==> config.mk <==
export PLATFORM = sky130hd
export DESIGN_NAME = dmi_dm_responder
export DESIGN_NICKNAME = d
export VERILOG_FILES = /design/src/rtl/dmi_dm_responder.sv
export SDC_FILE = /design/constraint.sdc
export NUM_CORES = 1
export LEC_CHECK = 0
export BUFFER_PORTS_ARGS = -buffer_cell sky130_fd_sc_hd__buf_2
export CORE_MARGIN = 4
export CORE_UTILIZATION = 50
export CTS_CLUSTER_DIAMETER = 40
export DETAILED_ROUTE_END_ITERATION = 12
export PLACE_DENSITY = 0.77
export SYNTH_ARGS = -nofsm -noshare
export SYNTH_HDL_FRONTEND = slang
export SYNTH_SLANG_ARGS = --single-unit
==> constraint.sdc <==
create_clock -name cclk -period 8.5 [get_ports cclk]
set_input_delay 2.125 -clock cclk [delete_from_list [all_inputs] [get_ports cclk]]
set_output_delay 2.125 -clock cclk [all_outputs]
set_load 0.02 [all_outputs]
==> src/rtl/dmi_dm_responder.sv <==
`default_nettype none
// ============================================================================
// Module   : dmi_dm_responder
// Purpose  : Core-clock-domain RISC-V Debug Module responder. Accepts DMI
//            requests {addr, data, op}, decodes data0 / dmcontrol / dmstatus /
//            abstractcs / command, runs abstract GPR access commands against
//            the RV32I register file and returns {data, resp} responses.
// Ports    : cclk, dev_rst             - core clock, async active-high reset
//            creq_vld/creq_data/creq_rdy  - DMI request channel
//            cresp_vld/cresp_data/cresp_rdy - DMI response channel
//            hart_halted               - hart halted status
//            haltreq/resumereq/ndmreset/dmactive - debug control outputs
//            reg_req/reg_wr/reg_addr/reg_wdata/reg_rdata/reg_ack - GPR port
// Revision : 1.0 - initial release
// ============================================================================
module dmi_dm_responder #(
  parameter int ABITS    = 7,
  parameter int TX_WIDTH = ABITS + 32 + 2,
  parameter int RX_WIDTH = 32 + 2,
  parameter int TIMEOUT  = 255
) (
  input  logic                cclk,
  input  logic                dev_rst,
  input  logic                creq_vld,
  input  logic [TX_WIDTH-1:0] creq_data,
  output logic                creq_rdy,
  output logic                cresp_vld,
  output logic [RX_WIDTH-1:0] cresp_data,
  input  logic                cresp_rdy,
  input  logic                hart_halted,
  output logic                haltreq,
  output logic                resumereq,
  output logic                ndmreset,
  output logic                dmactive,
  output logic                reg_req,
  output logic                reg_wr,
  output logic [4:0]          reg_addr,
  output logic [31:0]         reg_wdata,
  input  logic [31:0]         reg_rdata,
  input  logic                reg_ack
);

  localparam logic [ABITS-1:0] ADDR_DATA0      = ABITS'(7'h04);
  localparam logic [ABITS-1:0] ADDR_DMCONTROL  = ABITS'(7'h10);
  localparam logic [ABITS-1:0] ADDR_DMSTATUS   = ABITS'(7'h11);
  localparam logic [ABITS-1:0] ADDR_ABSTRACTCS = ABITS'(7'h16);
  localparam logic [ABITS-1:0] ADDR_COMMAND    = ABITS'(7'h17);

  localparam logic [1:0] OP_READ  = 2'd1;
  localparam logic [1:0] OP_WRITE = 2'd2;
  localparam logic [1:0] OP_RSVD  = 2'd3;

  // Timeout counter holds 0..TIMEOUT-1; the last value marks expiry.
  localparam int             TCW       = (TIMEOUT < 2) ? 1 : $clog2(TIMEOUT);
  localparam logic [TCW-1:0] TCNT_LAST = TCW'(TIMEOUT - 1);

  localparam logic [0:0] R_IDLE = 1'b0;
  localparam logic [0:0] R_RESP = 1'b1;

  localparam logic [1:0] A_IDLE = 2'd0;
  localparam logic [1:0] A_REQ  = 2'd1;
  localparam logic [1:0] A_WAIT = 2'd2;

  // --------------------------------------------------------------------------
  // State and datapath registers
  // --------------------------------------------------------------------------
  logic [0:0]          rstate_q, rstate_d;
  logic [1:0]          astate_q, astate_d;
  logic [RX_WIDTH-1:0] resp_q, resp_d;
  logic [31:0]         data0_q, data0_d;
  logic                haltreq_q, haltreq_d;
  logic                resumereq_q, resumereq_d;
  logic                ndmreset_q, ndmreset_d;
  logic                dmactive_q, dmactive_d;
  logic                resume_pend_q, resume_pend_d;
  logic                resumeack_q, resumeack_d;
  logic [2:0]          cmderr_q, cmderr_d;
  logic [TCW-1:0]      tcnt_q, tcnt_d;
  logic                reg_wr_q, reg_wr_d;
  logic [4:0]          reg_addr_q, reg_addr_d;
  logic [31:0]         reg_wdata_q, reg_wdata_d;

  // --------------------------------------------------------------------------
  // Request field extraction and decode
  // --------------------------------------------------------------------------
  logic [ABITS-1:0] w_addr;
  logic [31:0]      w_wdata;
  logic [1:0]       w_op;
  logic             w_acc, w_rd, w_wr;
  logic             w_busy, w_ack_done, w_tmo;
  logic [31:0]      w_data0_cur;
  logic             w_busy_err;
  logic             w_cmd_wr, w_cmd_bad, w_cmd_start;
  logic             w_dmc_wr;
  logic [31:0]      w_rd_val;

  assign w_addr  = creq_data[TX_WIDTH-1 -: ABITS];
  assign w_wdata = creq_data[33:2];
  assign w_op    = creq_data[1:0];

  assign w_acc = creq_vld && creq_rdy;
  assign w_rd  = w_acc && (w_op == OP_READ);
  assign w_wr  = w_acc && (w_op == OP_WRITE);

  assign w_busy     = (astate_q != A_IDLE);
  assign w_ack_done = (astate_q == A_WAIT) && reg_ack;
  assign w_tmo      = (astate_q == A_WAIT) && !reg_ack && (tcnt_q == TCNT_LAST);

  // A completing read-back lands in data0 before any same-cycle DMI access
  // observes it.
  assign w_data0_cur = (w_ack_done && !reg_wr_q) ? reg_rdata : data0_q;

  // data0/command touched while a command is in flight. A command write with
  // dmactive=0 is ignored outright and so raises nothing.
  assign w_busy_err = w_busy &&
                      (((w_addr == ADDR_DATA0) && (w_rd || w_wr)) ||
                       ((w_addr == ADDR_COMMAND) && (w_rd || (w_wr && dmactive_q))));

  assign w_cmd_wr  = w_wr && (w_addr == ADDR_COMMAND) && dmactive_q &&
                     !w_busy && (cmderr_q == 3'd0);
  assign w_cmd_bad = (w_wdata[31:24] != 8'd0) || (w_wdata[22:20] != 3'd2) ||
                     (w_wdata[17] && ((w_wdata[15:0] < 16'h1000) ||
                                      (w_wdata[15:0] > 16'h101F)));
  assign w_cmd_start = w_cmd_wr && !w_cmd_bad && hart_halted && w_wdata[17];

  assign w_dmc_wr = w_wr && (w_addr == ADDR_DMCONTROL);

  // Read data mux
  always_comb begin
    w_rd_val = 32'd0;
    case (w_addr)
      ADDR_DATA0:      w_rd_val = w_data0_cur;
      ADDR_DMCONTROL:  w_rd_val = {haltreq_q, 29'd0, ndmreset_q, dmactive_q};
      ADDR_DMSTATUS:   w_rd_val = {14'd0, resumeack_q, resumeack_q, 4'd0,
                                   ~hart_halted, ~hart_halted,
                                   hart_halted, hart_halted,
                                   1'b1, 3'd0, 4'd2};
      ADDR_ABSTRACTCS: w_rd_val = {19'd0, w_busy, 1'b0, cmderr_q, 4'd0, 4'd1};
      default:         w_rd_val = 32'd0;
    endcase
  end

  // --------------------------------------------------------------------------
  // Request FSM: state register / next state / outputs
  // --------------------------------------------------------------------------
  always_ff @(posedge cclk or posedge dev_rst) begin
    if (dev_rst) rstate_q <= R_IDLE;
    else         rstate_q <= rstate_d;
  end

  always_comb begin
    rstate_d = rstate_q;
    case (rstate_q)
      R_IDLE:  if (creq_vld) rstate_d = R_RESP;
      R_RESP:  if (cresp_rdy) rstate_d = R_IDLE;
      default: rstate_d = R_IDLE;
    endcase
  end

  // Ready is masked by reset so every output reads 0 while reset is held.
  always_comb begin
    creq_rdy  = (rstate_q == R_IDLE) && !dev_rst;
    cresp_vld = (rstate_q == R_RESP);
  end

  // --------------------------------------------------------------------------
  // Abstract command FSM: state register / next state / outputs
  // --------------------------------------------------------------------------
  always_ff @(posedge cclk or posedge dev_rst) begin
    if (dev_rst) astate_q <= A_IDLE;
    else         astate_q <= astate_d;
  end

  always_comb begin
    astate_d = astate_q;
    case (astate_q)
      A_IDLE:  if (w_cmd_start) astate_d = A_REQ;
      A_REQ:   astate_d = A_WAIT;
      A_WAIT:  if (reg_ack || w_tmo) astate_d = A_IDLE;
      default: astate_d = A_IDLE;
    endcase
  end

  always_comb begin
    reg_req = (astate_q == A_REQ) || (astate_q == A_WAIT);
  end

  // --------------------------------------------------------------------------
  // Datapath next state
  // --------------------------------------------------------------------------
  always_comb begin
    resp_d        = resp_q;
    data0_d       = w_data0_cur;
    haltreq_d     = haltreq_q;
    resumereq_d   = 1'b0;
    ndmreset_d    = ndmreset_q;
    dmactive_d    = dmactive_q;
    resume_pend_d = resume_pend_q;
    resumeack_d   = resumeack_q;
    cmderr_d      = cmderr_q;
    tcnt_d        = (astate_q == A_WAIT) ? tcnt_q + TCW'(1) : '0;
    reg_wr_d      = reg_wr_q;
    reg_addr_d    = reg_addr_q;
    reg_wdata_d   = reg_wdata_q;

    if (w_acc) begin
      case (w_op)
        OP_READ: resp_d = RX_WIDTH'({w_rd_val, 2'b00});
        OP_RSVD: resp_d = RX_WIDTH'({32'd0, 2'b10});
        default: resp_d = '0;
      endcase
    end

    if (w_wr && (w_addr == ADDR_DATA0) && !w_busy) data0_d = w_wdata;

    // Ack arrives only once the hart has left the halted state.
    if (resume_pend_q && !hart_halted) begin
      resumeack_d   = 1'b1;
      resume_pend_d = 1'b0;
    end

    if (w_wr && (w_addr == ADDR_ABSTRACTCS)) cmderr_d = cmderr_q & ~w_wdata[10:8];

    if (w_dmc_wr) begin
      haltreq_d   = w_wdata[31];
      ndmreset_d  = w_wdata[1];
      dmactive_d  = w_wdata[0];
      resumereq_d = w_wdata[30];
      if (w_wdata[30]) begin
        resumeack_d   = 1'b0;
        resume_pend_d = 1'b1;
      end
      if (!w_wdata[0]) begin
        data0_d    = 32'd0;
        haltreq_d  = 1'b0;
        ndmreset_d = 1'b0;
        cmderr_d   = 3'd0;
      end
    end

    // New errors are applied last so they override a same-cycle W1C clear.
    if (w_busy_err && (cmderr_q == 3'd0)) cmderr_d = 3'd1;
    if (w_cmd_wr) begin
      if (w_cmd_bad)         cmderr_d = 3'd2;
      else if (!hart_halted) cmderr_d = 3'd4;
    end
    if (w_tmo) cmderr_d = 3'd3;

    if (w_cmd_start) begin
      reg_wr_d    = w_wdata[16];
      reg_addr_d  = w_wdata[4:0];
      reg_wdata_d = data0_q;
    end
  end

  always_ff @(posedge cclk or posedge dev_rst) begin
    if (dev_rst) begin
      resp_q        <= '0;
      data0_q       <= 32'd0;
      haltreq_q     <= 1'b0;
      resumereq_q   <= 1'b0;
      ndmreset_q    <= 1'b0;
      dmactive_q    <= 1'b0;
      resume_pend_q <= 1'b0;
      resumeack_q   <= 1'b0;
      cmderr_q      <= 3'd0;
      tcnt_q        <= '0;
      reg_wr_q      <= 1'b0;
      reg_addr_q    <= 5'd0;
      reg_wdata_q   <= 32'd0;
    end else begin
      resp_q        <= resp_d;
      data0_q       <= data0_d;
      haltreq_q     <= haltreq_d;
      resumereq_q   <= resumereq_d;
      ndmreset_q    <= ndmreset_d;
      dmactive_q    <= dmactive_d;
      resume_pend_q <= resume_pend_d;
      resumeack_q   <= resumeack_d;
      cmderr_q      <= cmderr_d;
      tcnt_q        <= tcnt_d;
      reg_wr_q      <= reg_wr_d;
      reg_addr_q    <= reg_addr_d;
      reg_wdata_q   <= reg_wdata_d;
    end
  end

  assign cresp_data = resp_q;
  assign haltreq    = haltreq_q;
  assign resumereq  = resumereq_q;
  assign ndmreset   = ndmreset_q;
  assign dmactive   = dmactive_q;
  assign reg_wr     = reg_wr_q;
  assign reg_addr   = reg_addr_q;
  assign reg_wdata  = reg_wdata_q;

endmodule
`default_nettype wire

# Word-level counts from Yosys, hierarchy flattened
# Index checks and enable logic that the tools add are counted.
# Widths: inputs -> output; s select.
word_totals:
  output_inout_bits: 79
  reg_bits: 124
  inputBits: 79
classes:
  n_reduce_logical: 45
  order_cmp: 2
  bitwise_logic: 4
  muxes: 30
  addsub: 1
  eq_ne: 14
op_table:
  columns: ["operator", "n"]
  rows:
  - ["$mux 32", 4]
  - ["$pmux 32 s4", 1]
  - ["$pmux 34 s2", 1]
  - ["$eq 7x5->1 const B", 4]
  - ["$logic_and 1x1->1", 26]
  - ["$mux 3", 8]
  - ["$gt 16x13->1 const B", 1]
  - ["$lt 16x13->1 const B", 1]
  - ["$mux 1", 11]
  - ["$add 8x1->8 const B", 1]
  - ["$eq 8x8->1 const B", 1]
  - ["$logic_or 1x1->1", 8]
  - ["$mux 8", 1]
  - ["$reduce_bool 8->1", 1]
  - ["$eq 7x3->1 const B", 1]
  - ["$eq 2x2->1 const B", 3]
  - ["$logic_not 1->1", 6]
  - ["$pmux 2 s3", 1]
  - ["$eq 2x1->1 const B", 2]
  - ["$mux 2", 2]
  - ["$and 3x3->3", 1]
  - ["$logic_not 3->1", 1]
  - ["$ne 3x2->1 const B", 1]
  - ["$not 3->3", 1]
  - ["7 further kinds", 8]

# Longest topological paths before layout
logic_depth:
  depth_word: 15
  depth_mapped: 8

# Worst setup path after synthesis
# Ideal clock, no wire load.
synth_path:
  kind: "input to output"
  start: "input port dev_rst"
  end: "output port creq_rdy"
  arrival_ns: 2.405
  setup_slack_ns: 3.970
  t_required_ns: 6.375
  path_stages: 1
  cell_sequence: "nor2_1"
synth_between:
  elab_chain_len: 2
synth_lines:
  columns: ["element", "line", "rtl"]
  rows:
  - ["start: declaration", "23", "input logic dev_rst,"]
  - ["$logic_not 1->1 (no source line)", null, null]
  - ["$logic_and 1x1->1", "162", "creq_rdy = (rstate_q == R_IDLE) && !dev_rst;"]
  - ["end: declaration", "26", "output logic creq_rdy,"]
# Every way passes these cells.

# Worst setup path in the final report
# Ends and elaborated chain as after synthesis.

==> metrics.md <==
| Metric | Value |
|---|---|
| Clock root buffer | `clkbuf_8` |
| Arrival time at the worst endpoint | `2.51 ns` |
| Final Non-Filler Cells | `766` |
| Area leader, netlist | `dfrtp_1` |
| Top cell by count, worst path | `buf_2` |
| Ant diodes | `0` |
| Worst Setup End Kind | `primary output` |
| Yosys top cell area share | `0.561` |
| Routed Antenna Nets | `0` |
| Total Power | `1.34 mW` |
| Post-place setup slack | `3.58 ns` |
| Die area | `12700 um2` |
| Slew Viols, Final | `0` |
| RSZ-0062 raised after global routing | `no` |
| Clk pin slew, worst setup/hold paths | `0.06 ns` |
| 1st-pass router iterations | `5` |
| Sw Ratio | `0.213` |
| I/O Buffers | `156` |
| Initial DRC count | `309` |
| Clock Skew | `0.00627 ns` |
| Reg2reg path depth | `6` |
| Flops & latches, synth | `123` |
| Initial antenna violation count | `0` |
| Largest stage delay, worst path | `0.17 ns` |
| Worst Slack Setup Final | `3.87 ns` |
| Post-CTS Setup Repair Bufs | `0` |
| Max Buffers Root-to-Sink | `2` |
| Core Area | `10500 um2` |
| CP cell instances | `buf_2 > nor2_1 > buf_2` |
| Commonest non-fill, non-tap cell in the layout | `buf_2` |
| Setup TNS | `0 ns` |
| Htree depth | `4` |
| HP Class | `reg2reg` |
| WL per Instance | `19.0 um` |
| Synth Area per Inst | `11.7 um2` |
| Global-route wire length before repair | `23400 um` |
| Minimum clock period after layout | `4.63 ns` |
| Commonest non-fill, non-tap cells in the layout | `buf_2, dfrtp_1, mux2_2` |
| Dpl hpwl | `10000 um` |
| Sequential Power Share | `0.443` |
| Psw | `285 uW` |
| Post-Syn Instances | `471` |
| Crit path kind | `in2out` |
| Placed Cells | `736` |
| Worst Path Max Fanout | `4` |
| Async set-reset flop share out of synthesis | `1.00` |
| Post-CTS Resized | `0` |
| DR DRC count | `0` |
| Worst endpoint required time | `6.38 ns` |
| Max Fclk | `216 MHz` |
| Row cnt | `37` |
| Status | `finished, final reports clean` |
| Initial core utilization | `0.522` |
| Hold Buf Count CTS | `0` |
| Pwr Density | `194 nW/um2` |
| Post-synth EDFFs | `0` |
| CTS tree | `built` |
| Yosys cell types | `49` |
| Share of cells above drive strength 1 | `0.383` |
| Number of global-route vias before repair | `4575` |
| Num CTS Buffers | `17` |
| Tcrit/Tclk final | `0.545` |
| Via count | `4350` |
| Final setup vio count | `0` |
| Final wirelength | `14600 um` |
| Max_slew headroom | `0.181` |
| Critical path startpoint category | `input port` |
| Sink count of the clock tree | `123` |
| Register area share after synthesis | `0.561` |
| Top_reg_cell synth | `dfrtp_1` |
| Ports | `158` |
| Synthesis Warnings | `0` |
| Area Overhead vs Synth | `25.3%` |
| Netlist Area Pre-Place | `5490 um2` |
| Post-Synthesis Net Count | `555` |
| P_leak | `3.82 nW` |
| Nets | `703` |
| DR vias/cell | `5.68` |
| Hold path depth | `2` |
| Worst skew pair latency | `0.52 ns` |
| Final hold vios | `0` |
| Combinational share of power | `0.043` |
| Remaining global-route overflow | `0` |
| Critical Path Slowest Stage Cell | `buf_2` |
| IR drop worst, VDD | `0.0000948 V` |
| Top cells by area, synth | `dfrtp_1, mux2_2, mux2i_1` |
| Largest net degree at the start of global routing | `63` |
| Final GP Congestion | `0.874` |
| Layout Utilization | `0.654` |
| Maxcap violations | `0` |
| Total track usage | `0.234` |
| DIE WIDTH | `113 um` |
| Die H | `113 um` |
| Fillers | `813` |
| Int Pwr | `1.05 mW` |
| Worst Tran Pin Value | `1.22 ns` |
| Clk pwr share | `0.514` |
[path summary, 6_finish.rpt]
check                                    from            end  slack [ns]
worst min register to register  cresp_data[1]  cresp_data[1]        0.48
worst max-delay path                  dev_rst       creq_rdy        3.87
worst min-delay path            cresp_data[1]  cresp_data[1]        0.48
max in group asynchronous             dev_rst  reg_wdata[20]        5.49
min in group asynchronous             dev_rst      cresp_vld        1.76
worst max register to register      cresp_vld    cmderr_q[1]        5.22
[worst max-delay path: cells and delay by family]
kind	cells	cell delay, ns
buffers and inverters	2	0.30
and+or+nand+nor	1	0.08
[cells in the mapped netlist, types with 3 or more instances]
library cell / number
a211oi_1: 28
a21oi_1: 8
a22o_1: 11
and2_1: 7
and3_1: 3
and4_1: 3
buf_2: 9
buf_6: 4
clkbuf_1: 15
dfrtp_1: 123
ha_1: 5
inv_1: 5
mux2_2: 42
mux2i_1: 32
nand2_1: 39
nand2b_1: 3
nand3_1: 13
nand3b_1: 4
nand4_1: 5
nor2_1: 36
nor2b_1: 3
nor3_1: 3
nor3b_1: 3
nor4_1: 3
o21ai_0: 32
xnor2_1: 5
[per-layer routing]
metal | track usage | vias up | wire, um
li1 | - | 1983 | -
met1 | 0.308 | 2155 | 6170
met2 | 0.370 | 180 | 7070
met3 | 0.0626 | 32 | 933
met4 | 0.100 | 0 | 409
met5 | 0 | - | 0
[power groups by stage]
stage,Clock (mW),Combinational (mW),Sequential (mW)
after global routing,0.724,0.0641,0.593
after detailed placement,0,0.0575,0.603
after global placement,0,0.0568,0.603
final,0.687,0.0573,0.593
after floorplan,0,0.0224,0.605
after CTS,0.692,0.0581,0.593
[state kept, by name (all words and copies together), names as in the netlist]
name,flops
reg_wr,1
dmactive,1
resume_pend_q,1
ndmreset,1
tcnt_q,8
cresp_vld,1
cresp_data,33
cmderr_q,3
reg_addr,5
data0_q,32
astate_q,2
haltreq,1
reg_wdata,32
resumeack_q,1
resumereq,1
[metrics by stage]
step	cell area, um2	hold slack (ns)
after floorplan	5490	0.454
after global placement	6310	0.458
after detailed placement	6310	0.469
after CTS	6880	0.482
after global routing	6880	0.500
final	6880	0.478
[kinds of logic (layout without fill, tap and decap cells)]
family	count (synthesis)	in the layout	share of synthesized area
XOR/XNOR	6	6	0.00957
buffers and inverters	35	194	0.0321
other	1	1	0.000683
flip-flops	123	123	0.561
multiplexers	75	75	0.147
AO/OA/AOI/OAI	90	90	0.108
adder cells (fa/ha/maj)	5	5	0.0114
AND/OR/NAND/NOR	136	136	0.131
[cell type report]
class	count	area [um2]	area share
Clock inverter	8	92.6	0.0135
Tap cell	136	170	0.0247
Multi-Input combinational cell	313	2240	0.326
Sequential cell	123	3080	0.448
Timing Repair Buffer	159	803	0.117
Inverter	5	21.3	0.00309
Clock buffer	22	473	0.0688
No activity file was read; power rests on OpenSTA's default activity.
